[src/rtl/obstacle_pkg.sv]
// Shared types and default geometry for the obstacle scheduler.
package obstacle_pkg;
   typedef enum logic [2:0] {IDLE, MOVE, SCAN, WAIT, DONE} state_e;

   localparam logic [9:0] X_START_DEF = 10'd639;
   localparam logic [9:0] STEP_DEF    = 10'd4;
   localparam logic [9:0] Y_MAX_DEF   = 10'd440;
   localparam logic [9:0] SCREEN_W    = 10'd640;
endpackage

[src/rtl/obstacle_scheduler_slot_select.sv]
// Priority encoder over slot occupancy: lowest free slot for allocation,
// lowest active slot at or above ptr for the read-out scan.
module slot_select
   import obstacle_pkg::*;
#(
   parameter  int NUM_SLOTS = 4,
   localparam int PW        = $clog2(NUM_SLOTS)
) (
   input  logic [NUM_SLOTS-1:0] active,
   input  logic [PW-1:0]        ptr,
   output logic [PW-1:0]        free_idx,
   output logic                 free_found,
   output logic [PW-1:0]        act_idx,
   output logic                 act_found
);
   always_comb begin
      free_idx   = '0;
      free_found = 1'b0;
      act_idx    = '0;
      act_found  = 1'b0;
      // Walk downward so the last hit is the lowest index.
      for (int i = NUM_SLOTS - 1; i >= 0; i--) begin
         if (!active[i]) begin
            free_idx   = i[PW-1:0];
            free_found = 1'b1;
         end
         if (active[i] && (i >= int'(ptr))) begin
            act_idx   = i[PW-1:0];
            act_found = 1'b1;
         end
      end
   end
endmodule

[src/rtl/obstacle_scheduler.sv]
// Obstacle slot owner: spawn allocation, per-tick movement and a
// valid/ack read-out pass for the drawing FSM.
module obstacle_scheduler
   import obstacle_pkg::*;
#(
   parameter  int         NUM_SLOTS = 4,
   parameter  logic [9:0] X_START   = X_START_DEF,
   parameter  logic [9:0] STEP      = STEP_DEF,
   parameter  logic [9:0] Y_MAX     = Y_MAX_DEF,
   localparam int         PW        = $clog2(NUM_SLOTS)
) (
   input  logic                 clk,
   input  logic                 reset,
   input  logic                 enable,
   input  logic                 spawn,
   input  logic [9:0]           spawn_y,
   input  logic                 tick,
   input  logic                 draw_req,
   input  logic                 obj_ack,
   output logic                 obj_valid,
   output logic [9:0]           obj_x,
   output logic [9:0]           obj_y,
   output logic [PW-1:0]        obj_slot,
   output logic                 draw_done,
   output logic [NUM_SLOTS-1:0] active,
   output logic [7:0]           drop_cnt,
   output logic                 busy
);
   localparam logic [PW-1:0] LAST = PW'(NUM_SLOTS - 1);

   state_e                      state_q, state_d;
   logic                        spawn_q;
   logic                        spawn_pend_q, spawn_pend_d;
   logic                        tick_pend_q, tick_pend_d;
   logic                        draw_pend_q, draw_pend_d;
   logic [9:0]                  y_pend_q, y_pend_d;
   logic [7:0]                  drop_q, drop_d;
   logic [PW-1:0]               ptr_q, ptr_d;
   logic [NUM_SLOTS-1:0]        act_q, act_d;
   logic [NUM_SLOTS-1:0][9:0]   x_q, x_d, y_q, y_d;
   logic                        obj_valid_q, obj_valid_d;
   logic [9:0]                  obj_x_q, obj_x_d, obj_y_q, obj_y_d;
   logic [PW-1:0]               obj_slot_q, obj_slot_d;
   logic                        done_q, done_d;

   logic                        spawn_evt, serve_spawn, serve_tick, serve_draw, drop_inc;
   logic [PW-1:0]               free_idx, act_idx;
   logic                        free_found, act_found;

   slot_select #(.NUM_SLOTS(NUM_SLOTS)) u_sel (
      .active     (act_q),
      .ptr        (ptr_q),
      .free_idx   (free_idx),
      .free_found (free_found),
      .act_idx    (act_idx),
      .act_found  (act_found)
   );

   always_comb begin
      spawn_evt   = spawn & ~spawn_q;
      state_d     = state_q;
      ptr_d       = ptr_q;
      act_d       = act_q;
      x_d         = x_q;
      y_d         = y_q;
      obj_valid_d = obj_valid_q;
      obj_x_d     = obj_x_q;
      obj_y_d     = obj_y_q;
      obj_slot_d  = obj_slot_q;
      done_d      = 1'b0;
      serve_spawn = 1'b0;
      serve_tick  = 1'b0;
      serve_draw  = 1'b0;
      drop_inc    = 1'b0;
      y_pend_d    = y_pend_q;
      drop_d      = drop_q;

      if (enable) begin
         unique case (state_q)
            IDLE: begin
               if (spawn_pend_q) begin
                  serve_spawn = 1'b1;
                  if (free_found) begin
                     x_d[free_idx]   = X_START;
                     y_d[free_idx]   = y_pend_q;
                     act_d[free_idx] = 1'b1;
                  end else begin
                     drop_inc = 1'b1;
                  end
               end else if (tick_pend_q) begin
                  serve_tick = 1'b1;
                  ptr_d      = '0;
                  state_d    = MOVE;
               end else if (draw_pend_q) begin
                  serve_draw = 1'b1;
                  ptr_d      = '0;
                  state_d    = SCAN;
               end
            end
            MOVE: begin
               if (act_q[ptr_q]) begin
                  if (x_q[ptr_q] < STEP) act_d[ptr_q] = 1'b0;
                  else                   x_d[ptr_q]   = x_q[ptr_q] - STEP;
               end
               if (ptr_q == LAST) state_d = IDLE;
               else               ptr_d   = ptr_q + 1'b1;
            end
            SCAN: begin
               if (act_found) begin
                  obj_valid_d = 1'b1;
                  obj_x_d     = x_q[act_idx];
                  obj_y_d     = y_q[act_idx];
                  obj_slot_d  = act_idx;
                  state_d     = WAIT;
               end else begin
                  state_d = DONE;
                  done_d  = 1'b1;
               end
            end
            WAIT: begin
               if (obj_ack) begin
                  obj_valid_d = 1'b0;
                  if (obj_slot_q == LAST) begin
                     state_d = DONE;
                     done_d  = 1'b1;
                  end else begin
                     ptr_d   = obj_slot_q + 1'b1;
                     state_d = SCAN;
                  end
               end
            end
            DONE:    state_d = IDLE;
            default: state_d = IDLE;
         endcase
      end

      // A new edge while an older spawn is still queued replaces it.
      if (spawn_evt) begin
         y_pend_d = (spawn_y > Y_MAX) ? Y_MAX : spawn_y;
         if (spawn_pend_q && !serve_spawn) drop_inc = 1'b1;
      end
      spawn_pend_d = (spawn_pend_q & ~serve_spawn) | spawn_evt;
      tick_pend_d  = (tick_pend_q & ~serve_tick) | tick;
      draw_pend_d  = (draw_pend_q & ~serve_draw) | draw_req;
      if (drop_inc && (drop_q != 8'hFF)) drop_d = drop_q + 8'd1;
   end

   always_ff @(posedge clk or negedge reset) begin
      if (!reset) begin
         state_q      <= IDLE;
         spawn_q      <= 1'b0;
         spawn_pend_q <= 1'b0;
         tick_pend_q  <= 1'b0;
         draw_pend_q  <= 1'b0;
         y_pend_q     <= '0;
         drop_q       <= '0;
         ptr_q        <= '0;
         act_q        <= '0;
         x_q          <= '0;
         y_q          <= '0;
         obj_valid_q  <= 1'b0;
         obj_x_q      <= '0;
         obj_y_q      <= '0;
         obj_slot_q   <= '0;
         done_q       <= 1'b0;
      end else begin
         state_q      <= state_d;
         spawn_q      <= spawn;
         spawn_pend_q <= spawn_pend_d;
         tick_pend_q  <= tick_pend_d;
         draw_pend_q  <= draw_pend_d;
         y_pend_q     <= y_pend_d;
         drop_q       <= drop_d;
         ptr_q        <= ptr_d;
         act_q        <= act_d;
         x_q          <= x_d;
         y_q          <= y_d;
         obj_valid_q  <= obj_valid_d;
         obj_x_q      <= obj_x_d;
         obj_y_q      <= obj_y_d;
         obj_slot_q   <= obj_slot_d;
         done_q       <= done_d;
      end
   end

   assign obj_valid = obj_valid_q;
   assign obj_x     = obj_x_q;
   assign obj_y     = obj_y_q;
   assign obj_slot  = obj_slot_q;
   assign draw_done = done_q;
   assign active    = act_q;
   assign drop_cnt  = drop_q;
   assign busy      = (state_q != IDLE);
endmodule

[config.mk]
export PLATFORM = sky130hd
export DESIGN_NAME = obstacle_scheduler
export DESIGN_NICKNAME = d
export VERILOG_FILES = /design/src/rtl/obstacle_pkg.sv /design/src/rtl/obstacle_scheduler_slot_select.sv /design/src/rtl/obstacle_scheduler.sv
export SDC_FILE = /design/constraint.sdc
export NUM_CORES = 1
export LEC_CHECK = 0
export ABC_CLOCK_PERIOD_IN_PS = 2500
export BUFFER_PORTS_ARGS = -buffer_cell sky130_fd_sc_hd__buf_2
export CAP_MARGIN = 20
export CORE_MARGIN = 2
export CORE_UTILIZATION = 30
export CTS_BUF_LIST = sky130_fd_sc_hd__clkbuf_2 sky130_fd_sc_hd__clkbuf_4 sky130_fd_sc_hd__clkbuf_8
export CTS_CLUSTER_SIZE = 25
export DETAILED_ROUTE_END_ITERATION = 8
export HOLD_SLACK_MARGIN = 0.06
export SLEW_MARGIN = 25
export SYNTH_ARGS = -nofsm -noshare
export SYNTH_HDL_FRONTEND = slang
export SYNTH_SLANG_ARGS = --single-unit
export TNS_END_PERCENT = 30
[constraint.sdc]
create_clock -name clk -period 2.5 [get_ports clk]
set_clock_uncertainty 0.1 [all_clocks]
set_input_delay 0.125 -clock clk [delete_from_list [all_inputs] [get_ports clk]]
set_output_delay 0.125 -clock clk [all_outputs]
set_load 0.05 [all_outputs]
==> results of run 1 <==
==> cells in the mapped netlist, drive strengths merged (4+ instances only) <==
library cell / count
nor3: 7
or2: 7
xnor2: 9
dfrtp: 135
buf: 14
a21oi: 11
o22a: 20
a22o: 5
or3: 5
clkbuf: 15
nor3b: 4
inv: 8
a32o: 8
nor2b: 7
nand4: 6
mux2: 63
nand3: 7
and3: 9
nand2: 32
nand2b: 11
o32a: 5
and2: 5
mux4: 29
o21ai: 12
nor2: 20
==> how the worst max path moves through the flow <==
stage | from | to | slack [ns]
floorplan | ptr_q[0]$_DFFE_PN0P_ | x_q[12]$_DFFE_PN0P_ | 0.05
global placement | ptr_q[0]$_DFFE_PN0P_ | x_q[18]$_DFFE_PN0P_ | 0.003
detailed placement | ptr_q[0]$_DFFE_PN0P_ | x_q[3]$_DFFE_PN0P_ | -0.06
CTS | ptr_q[0]$_DFFE_PN0P_ | x_q[15]$_DFFE_PN0P_ | 0.0005
global route | ptr_q[0]$_DFFE_PN0P_ | x_q[35]$_DFFE_PN0P_ | -0.11
finish | ptr_q[0]$_DFFE_PN0P_ | x_q[35]$_DFFE_PN0P_ | -0.05
==> per-layer routing <==
| layer | track usage | share of wire |
|---|---|---|
| met1 | 0.2022 | 0.44 |
| met2 | 0.2491 | 0.50 |
| met3 | 0.04277 | 0.045 |
| met4 | 0.04579 | 0.017 |
| met5 | 0 | 0 |
==> cell type report <==
| class | count | area (sq um) |
|---|---|---|
| Fill cell | 1989 | 12880 |
| Multi-Input combinational cell | 327 | 3028 |
| Clock inverter | 14 | 158.9 |
| Clock buffer | 18 | 247.7 |
| Tap cell | 275 | 344.1 |
| Sequential cell | 135 | 3382 |
| Inverter | 8 | 32.53 |
| Timing Repair Buffer | 136 | 1084 |
==> flip-flops by register name, summed over array words and instances (netlist names) <==
name,cells
y_pend_q,10
ptr_q,2
draw_done,1
draw_pend_q,1
x_q,40
obj_slot,2
obj_valid,1
tick_pend_q,1
obj_x,10
active,4
obj_y,10
spawn_pend_q,1
drop_cnt,8
state_q,3
spawn_q,1
y_q,40
==> through the flow <==
step	power [W]	setup TNS, ns	setup slack [ns]
detailed placement	0.008241	-0.8637	-0.05771
floorplan	0.006596	0	0.05400
finish	0.01050	-0.3317	-0.04988
CTS	0.01019	0	0.0004630
global placement	0.008131	0	0.002972
global route	0.01112	-2.243	-0.1071
==> report_power, final <==
part	leakage [nW]	switching (W)	total, W	internal [W]
Combinational	1.80	0.00278	0.00529	0.00251
Sequential	1.68	0.000533	0.00338	0.00284
Clock	0.201	0.000978	0.00184	0.000860
Total	3.68	0.00429	0.0105	0.00621
==> critical path, stage by stage, from the launching register on <==
cell	delay, ns
dfrtp_2	0.45
buf_6	0.13
mux4_2	0.35
inv_2	0.05
ha_4	0.16
inv_4	0.06
nor2_4	0.05
a311oi_4	0.36
buf_4	0.19
buf_12	0.11
nand2_1	0.16
o22a_1	0.24
==> cell families (layout without fill, tap and decap cells) <==
group | Yosys count | in the layout | share of synthesized area
muxes | 93 | 93 | 0.2112
AOI/OAI and AO/OA | 89 | 89 | 0.1103
buffers and inverters | 37 | 176 | 0.02560
and+or+nand+nor | 133 | 133 | 0.1157
xor gates and xnor gates | 10 | 10 | 0.01348
adders and majority gates | 2 | 2 | 0.003850
DFF | 135 | 135 | 0.5198
==> what timing repair did <==
action                                  4_1_cts  5_1_grt
pin swaps                                     3       11
endpoints found under the setup margin       26       41
hold buffers                                 24        0
buffers inserted                              3        8
hold endpoints to repair                     92        0
cloned                                        0        2
resized for setup                             1       23
==> summary.md, run 1 <==
| Metric | Value |
|---|---|
| Outcome | complete, but fails checks |
| Failing checks | negative setup slack |
| Vias/cell | 5.134 |
| Internal reg-to-reg setup slack | -0.05 ns |
| Power Density | between 1000 and 1500 mW/mm^2 |
| Worst vdd ir | 0.6209 mV |
| Initial DRT Pass Iterations | 4 |
| Vias in the first global route | 4890 |
| Ant. Diodes | 0 |
| Routed WL | between 15 and 20 mm |
| Site Rows | 53 |
| Gpl congestion | between 0.8 and 0.9 |
| GRT Util Overall | 0.1540 |
| Num CTS Buffers | 17 |
| Syn Nets | 518 |
| Largest area contributor in the netlist | dfrtp_1 |
| Max-cap violation count | 0 |
| Slew HR | 0.5968 |
| Worst reg2reg path depth | 11 |
| Port Buf Inserts | 53 |
| Post-route cell area | 0.008277 sq mm |
| Synth top area cells | dfrtp_1 52%, mux4_2 10%, mux2_2 8.7% |
| Initial Utilization | 0.3072 |
| Worst-case clock buffer depth | 2 |
| Crit path kind | register to register |
| TritonCTS clock tree | done |
| Hold WS | roughly 0.13 ns |
| Reg clk slew, reported paths | approximately 0.09 ns |
| DR vias | roughly 4700 |
| Share of layout cells above drive strength 1 | 0.3981 |
| Final std cells w/o fill | around 910 |
| Cell count after synthesis | 499 |
| Ys async rst share | 1.000 |
| PnR worst setup slack | -0.04988 ns |
| Mean post-synth cell area | roughly 13 sq um |
| Final HPWL DP | roughly 12 mm |
| Top FF cell, synth | dfrtp_1 |
| Clk sink count | 135 |
| Cell count after placement | between 800 and 900 |
| DRC errors left | 0 |
| Top cell type's share of synthesized area | 0.5198 |
| Pleak | 3.680 nW |
| H-Tree Depth | 4 |
| RSZ-0062 raised after global routing | yes |
| Ys Warns | 0 |
| First-iteration detailed-routing DRC count | roughly 240 |
| Fmax | between 0.3 and 0.4 GHz |
| Antenna-violating nets left | 0 |
| Post-synth EDFFs | 0 |
| Core area | between 0.02 and 0.025 sq mm |
| Fin crit period | about 2.5 ns |
| Req. time, crit path | 2.72 ns |
| Final Slew Violations | 0 |
| # setup viols final | 19 |
| Hold Crit Class | primary input to async pin |
| Largest net degree at the start of global routing | 64 |
| Most frequent cells in the layout | 132 x dfrtp_1, 52 x buf_2, 49 x mux2_2 |
| First-pass GRT wire length | 26.80 mm |
| Reg-to-Reg End | x_q[35]$_DFFE_PN0P_ |
| Initial antenna violation count | 0 |
| Clk root buf | clkbuf_8 |
| Die Area | between 0.02 and 0.025 sq mm |
| Cell Area, Synth | 0.006499 sq mm |
| Nets | 644 |
| Hold Fails Final Rpt | 0 |
| Worst slew pin tran | slightly above 0.6 ns |
| Seq/Total Area, Yosys | 0.5198 |
| Util after Layout | 0.3913 |
| Area Growth Syn to Fin | 27.36% |
| Synth cell types | between 60 and 70 |
| Die X | 151.2 microns |
| Area post-placement | approximately 0.0074 sq mm |
| #FFs+latches synth | about 140 |
| RR Startpoint | ptr_q[0]$_DFFE_PN0P_ |
| Period Utilization, post-route | 1.020 |
| Commonest non-fill, non-tap cell in the layout | dfrtp_1 |
| Max FO, Critical Path | 6 |
| Clk_lat worst skew | ~0.44 ns |
| Drt wl/cell | ~18 microns |
| Ports | 54 |
| Startpoint class of the critical path | register |
| CP Capture Type | register |
| GRT overflow | 0 |
| Die height | 151.2 microns |
| Crit path DAT | approximately 2.8 ns |
(Power assumes the default switching activity.)
==> run 2, diff against run 1 <==
- ABC_CLOCK_PERIOD_IN_PS: 2500 -> 2600
- TNS_END_PERCENT: 30 -> unset
- clock period: 2.5 -> 2.6 ns (I/O delays scaled with it)
==> run 2 against run 1 <==
Net effect: the run now ends clean; total power down 10%; largest power group unchanged; final area down 4.3%; critical path depth down 4; critical path type unchanged; wire length down 6.5%; critical endpoint unchanged; register-to-register slack better by 0.17 ns; highest routed layer unchanged.
==> summary.md, run 2 (same netlist as run 1, synthesis figures left out) <==
| Metric | Value |
|---|---|
| Area Growth Syn to Fin | 21.91% |
| DR vias | approximately 4600 |
| Die X | approximately 150 microns |
| Slew HR | 0.5655 |
| Vias/cell | 5.185 |
| TritonCTS clock tree | done |
| Startpoint class of the critical path | register |
| Final HPWL DP | roughly 11 mm |
| Share of layout cells above drive strength 1 | 0.3502 |
| # setup viols final | 0 |
| Num CTS Buffers | 17 |
| Power Total | ~0.0094 W |
| Outcome | finished clean |
| Antenna-violating nets left | 0 |
| DRC errors left | 0 |
| Initial Utilization | 0.3072 |
| Post-Place Setup Slack | -0.04871 ns |
| Power Density | ~1200 mW/mm^2 |
| Site Rows | 53 |
| Worst vdd ir | a little under 0.6 mV |
| Port Buf Inserts | 53 |
| Period Utilization, post-route | 0.9543 |
| Most frequent cells in the layout | 133 x dfrtp_1, 52 x buf_2, 50 x mux2_2 |
| Most used cell, CP | buf_4 |
| Largest regs | x_q (40), y_q (40) |
| Pleak | between 3 and 4 nW |
| Final Slew Violations | 0 |
| Clk sink count | 135 |
| Hold Fails Final Rpt | 0 |
| Initial antenna violation count | 0 |
| Crit path DAT | about 2.7 ns |
| Worst path slowest cell | mux4_2 |
| TNS Setup | 0 ns |
| Ports | 54 |
| Largest net degree at the start of global routing | 74 |
| RSZ-0062 raised after global routing | no |
| Clk root buf | clkbuf_8 |
| Fmax | slightly above 0.4 GHz |
| Routed WL | 15.67 mm |
| Worst-case clock buffer depth | 2 |
| Max FO, Critical Path | 10 |
| CP Capture Type | register |
| Crit path kind | register to register |
| First-pass GRT wire length | between 20 and 30 mm |
| GRT overflow | 0 |
| Gpl congestion | 0.8915 |
| Worst slew pin tran | approximately 0.65 ns |
| Clk_lat worst skew | between 0.4 and 0.5 ns |
| Die Area | 0.02286 sq mm |
| CP Cell Sequence | buf_4 > mux4_2 > nor2_1 > a311oi_2 > buf_4 > and3_2 > o22a_1 |
| Worst Path Buf+Inv | 2 |
| H-Tree Depth | 4 |
| Die height | 151.2 microns |
| GRT Util Overall | 0.1447 |
| Req. time, crit path | around 2.8 ns |
| Max-cap violation count | 0 |
| Hold Crit Class | primary input to async pin |
| Fin crit period | around 2.5 ns |
| Nets | between 600 and 700 |
| Commonest non-fill, non-tap cell in the layout | dfrtp_1 |
| Crit path largest cell delay | 0.57 ns |
| Ant. Diodes | 0 |
| Reg clk slew, reported paths | around 0.08 ns |
| Core area | 0.02115 sq mm |
| Family with the most delay on the worst path | multiplexers |
| PnR worst setup slack | roughly 0.12 ns |
| First-iteration detailed-routing DRC count | between 300 and 400 |
| Initial DRT Pass Iterations | 5 |
| Vias in the first global route | roughly 4800 |
| Drt wl/cell | 17.69 microns |
| Hold WS | roughly 0.16 ns |
[run 2: cell types whose count changed in the layout (fill, tap and decap cells not counted), sizes merged]
cell / previous run / this run
buf: 110 / 88
inv: 15 / 10
bufinv: 1 / 2
clkbuf: 20 / 19
[run 2: per-layer routing]
layer	global-route usage	share of wire	vias up
li1	-	-	2092
met1	0.1879	0.44	2338
met2	0.2319	0.49	126
met3	0.03464	0.046	38
met4	0.06075	0.027	0
met5	0	0	-
[run 2: area by class of cell]
| type | count | area, sq um |
|---|---|---|
| Sequential cell | 135 | 3381 |
| Inverter | 8 | 30.03 |
| Timing Repair Buffer | 112 | 824.5 |
| Tap cell | 275 | 344.1 |
| Fill cell | 2028 | 13230 |
| Clock inverter | 10 | 123.9 |
| Multi-Input combinational cell | 327 | 2958 |
| Clock buffer | 19 | 261.5 |
[run 2: per-stage QoR]
| step | cells | instance area (sq um) | util |
|---|---|---|---|
| final | 886 | 7923 | 0.3745 |
| after CTS | 884 | 7906 | 0.3738 |
| after global routing | 886 | 7923 | 0.3745 |
| after global placement | 831 | 7279 | 0.3441 |
| after detailed placement | 831 | 7279 | 0.3441 |
| after floorplan | 499 | 6500 | - |
[run 2: what timing repair did]
| action | CTS | global route |
|---|---|---|
| setup endpoints to repair | 23 | 19 |
| gates cloned | 0 | 0 |
| pin swaps | 0 | 2 |
| hold endpoints to repair | 86 | 0 |
| resized for setup | 1 | 1 |
| hold buffers | 24 | 0 |
| setup buffers | 0 | 2 |
[run 2: final timing paths]
path / startpoint / to / slack, ns / cells after the start
worst max-delay path: ptr_q[0]$_DFFE_PN0P_ / x_q[35]$_DFFE_PN0P_ / 0.12 / 7
worst min-delay path: reset / y_q[38]$_DFFE_PN0P_ / 0.16 / 2
worst max register to register: ptr_q[0]$_DFFE_PN0P_ / x_q[35]$_DFFE_PN0P_ / 0.12 / 7
worst min register to register: x_q[20]$_DFFE_PN0P_ / x_q[20]$_DFFE_PN0P_ / 0.37 / 1
max in group asynchronous: reset / obj_slot[0]$_DFFE_PN0P_ / 1.52 / 3
min in group clk: spawn / spawn_q$_DFF_PN0_ / 0.24 / 2
[run 2: power by group]
part / total [W] / switching [W] / internal (W)
registers: 0.00327 / 0.000540 / 0.00273
logic: 0.00445 / 0.00243 / 0.00201
clock network: 0.00172 / 0.000822 / 0.000894
==> run 3, diff against run 2 <==
- ABC_AREA: unset -> 1
- SETUP_SLACK_MARGIN: unset -> 0.15
- SKIP_LAST_GASP: unset -> 1
==> run 3 against run 2 <==
Net effect: sequential share of layout area down 4.3 points; final area grew 11%; setup slack better by 0.15 ns; worst hold slack improved by 0.043 ns; clock-buffer cell count increased by 1; sequential power rose by 10%; combinational power up 58%; fmax grew 6.4%; core utilization down 1.0 points; critical path type unchanged.
==> summary.md, run 3 <==
| Metric | Value |
|---|---|
| First-pass GRT wire length | 34.82 mm |
| Top-count cell post-synth | nand2_1 |
| TritonCTS clock tree | done |
| Die X | between 150 and 200 microns |
| Reg clk slew, reported paths | 0.08 ns |
| Core area | about 0.024 sq mm |
| Clk_lat worst skew | 0.48 ns |
| Synth top area cells | dfrtp_1 46%, nand2_1 15%, o21ai_0 8.6% |
| GRT overflow | 0 |
| Synth cell types | 46 |
| Crit path largest cell delay | approximately 0.48 ns |
| RSZ-0062 raised after global routing | no |
| Commonest non-fill, non-tap cell in the layout | nand2_1 |
| Worst path slowest cell | dfrtp_2 |
| Routed WL | around 22 mm |
| Die height | ~160 microns |
| Vias/cell | 4.855 |
| # setup viols final | 0 |
| Die Area | 0.02580 sq mm |
| Fmax | about 0.43 GHz |
| TNS Setup | 0 ns |
| Largest regs | x_q (40), y_q (40) |
| Syn Nets | just under 1000 |
| Mean post-synth cell area | 7.804 sq um |
| Crit path kind | register to register |
| Hold Crit Class | primary input to async pin |
| Post-route cell area | slightly below 0.009 sq mm |
| Power Density | about 1400 mW/mm^2 |
| Vias in the first global route | approximately 6300 |
| Hold Fails Final Rpt | 0 |
| Startpoint class of the critical path | register |
| GRT Util Overall | 0.1733 |
| M2 GR Usage | 0.2753 |
| Pleak | between 4 and 5 nW |
| Max FO, Critical Path | 8 |
| Nets | around 1100 |
| GR Util met1 | 0.2395 |
| Ys async rst share | 1.000 |
| Final std cells w/o fill | around 1400 |
| Power Total | approximately 0.013 W |
| Largest area contributor in the netlist | dfrtp_1 |
| Slew HR | 0.4382 |
| Clk root buf | clkbuf_8 |
| DRC errors left | 0 |
| Worst-case clock buffer depth | 2 |
| DR vias | between 6000 and 7000 |
| H-Tree Depth | 4 |
| Max-cap violation count | 0 |
| First-iteration detailed-routing DRC count | about 580 |
| Cell count after placement | around 1300 |
| Drt wl/cell | 15.90 microns |
| Top cell type's share of synthesized area | 0.4590 |
| Largest net degree at the start of global routing | 87 |
| Family with the most delay on the worst path | simple AND/OR/NAND/NOR gates |
| Site Rows | 57 |
| Gpl congestion | approximately 0.91 |
| Period Utilization, post-route | 0.8972 |
| Post-synth EDFFs | 0 |
| Worst slew pin tran | 0.8427 ns |
| Top post-synthesis cells by count | 287 x nand2_1, 135 x dfrtp_1, 126 x o21ai_0 |
| Final Slew Violations | 0 |
| Clk sink count | ~140 |
| Outcome | finished clean |
| CP Cell Sequence | nand2_2 > inv_2 > nand2_1 > nand2_1 > nor2_4 > ha_1 > nand2_2 > nor2_4 > nand2_2 > nand2_4 > nand2_8 > nand3_2 > nand2_2 > nand2_1 |
| Req. time, crit path | about 2.9 ns |
| Final HPWL DP | approximately 15 mm |
| Antenna-violating nets left | 0 |
| Worst Path Buf+Inv | 1 |
| Ant. Diodes | 0 |
| Most used cell, CP | nand2_2 |
| Num CTS Buffers | 17 |
| Ports | 54 |
| Crit path DAT | between 2 and 3 ns |
| #FFs+latches synth | 135 |
| Port Buf Inserts | 53 |
| Initial antenna violation count | 0 |
| Grt met3 use | 0.03254 |
| Initial DRT Pass Iterations | 5 |
| Area post-placement | 0.008034 sq mm |
| Initial Utilization | 0.3044 |
| Worst vdd ir | 0.5717 mV |
| Cell count after synthesis | 943 |
| Top Usage Layer GRT | met2 |
| CP Capture Type | register |
| Fin crit period | roughly 2.3 ns |
| Area Growth Syn to Fin | 19.72% |
| Seq/Total Area, Yosys | 0.4590 |
| Top FF cell, synth | dfrtp_1 |
| Share of layout cells above drive strength 1 | 0.1817 |
| Cell Area, Synth | approximately 0.0074 sq mm |
| Most frequent cells in the layout | 285 x nand2_1, 133 x dfrtp_1, 126 x o21ai_0 |
| Ys Warns | 0 |
## run 3: metal layers
| layer | routed length, microns | up-vias |
|---|---|---|
| met1 | 10230 | 3150 |
| met2 | 10100 | 205 |
| met5 | 0 | - |
| met4 | 393 | 0 |
| met3 | 1143 | 24 |
| li1 | - | 3296 |
## run 3: cell families after synthesis
logic type	share of synthesized area
and+or+nand+nor	0.2751
AOI/OAI and AO/OA	0.1707
DFF	0.4590
buffers and inverters	0.07922
xor gates and xnor gates	0.009520
muxes	0.003060
adders and majority gates	0.003400
## run 3: final cells by class
cell class,count,area [sq um]
Timing Repair Buffer,112,795.8
Sequential cell,135,3381
Multi-Input combinational cell,687,3462
Clock inverter,12,166.4
Tap cell,324,405.4
Clock buffer,20,262.8
Inverter,85,337.8
Fill cell,2494,15370
## run 3: path summary, 6_finish.rpt
kind                                           start                 endpoint  slack [ns]  cells after the start
worst max-delay path            ptr_q[0]$_DFFE_PN0P_      x_q[14]$_DFFE_PN0P_        0.27                     14
worst min-delay path                           reset    active[1]$_DFFE_PN0P_        0.20                      2
worst max register to register  ptr_q[0]$_DFFE_PN0P_      x_q[14]$_DFFE_PN0P_        0.27                     14
worst min register to register  obj_y[2]$_DFFE_PN0P_     obj_y[2]$_DFFE_PN0P_        0.38                      2
max in group asynchronous                      reset  y_pend_q[2]$_DFFE_PN0P_        1.45                      3
min in group clk                               spawn        spawn_q$_DFF_PN0_        0.21                      2
## run 3: where the power goes
| group | switching, W | internal, W | leakage, nW |
|---|---|---|---|
| Clock | 0.000933 | 0.00101 | 0.205 |
| Sequential | 0.000699 | 0.00290 | 1.73 |
| Combinational | 0.00486 | 0.00215 | 2.38 |
## run 3: through the flow
| stage | util | hold slack, ns | setup slack [ns] |
|---|---|---|---|
| 2_1_floorplan | - | -0.2656 | 0.4049 |
| 3_3_place_gp | 0.3323 | 0.1534 | 0.2203 |
| 3_5_place_dp | 0.3323 | 0.1567 | 0.1887 |
| 4_1_cts | 0.3608 | 0.1903 | 0.1609 |
| 5_1_grt | 0.3644 | 0.1861 | 0.1509 |
| 6_report | 0.3644 | 0.2024 | 0.2674 |
## run 3: timing repair
action / CTS / global route
buffers inserted: 0 / 2
gates resized for setup: 0 / 14
hold buffers: 26 / 0
endpoints found under the hold margin: 99 / 0
setup endpoints to repair: 0 / 60
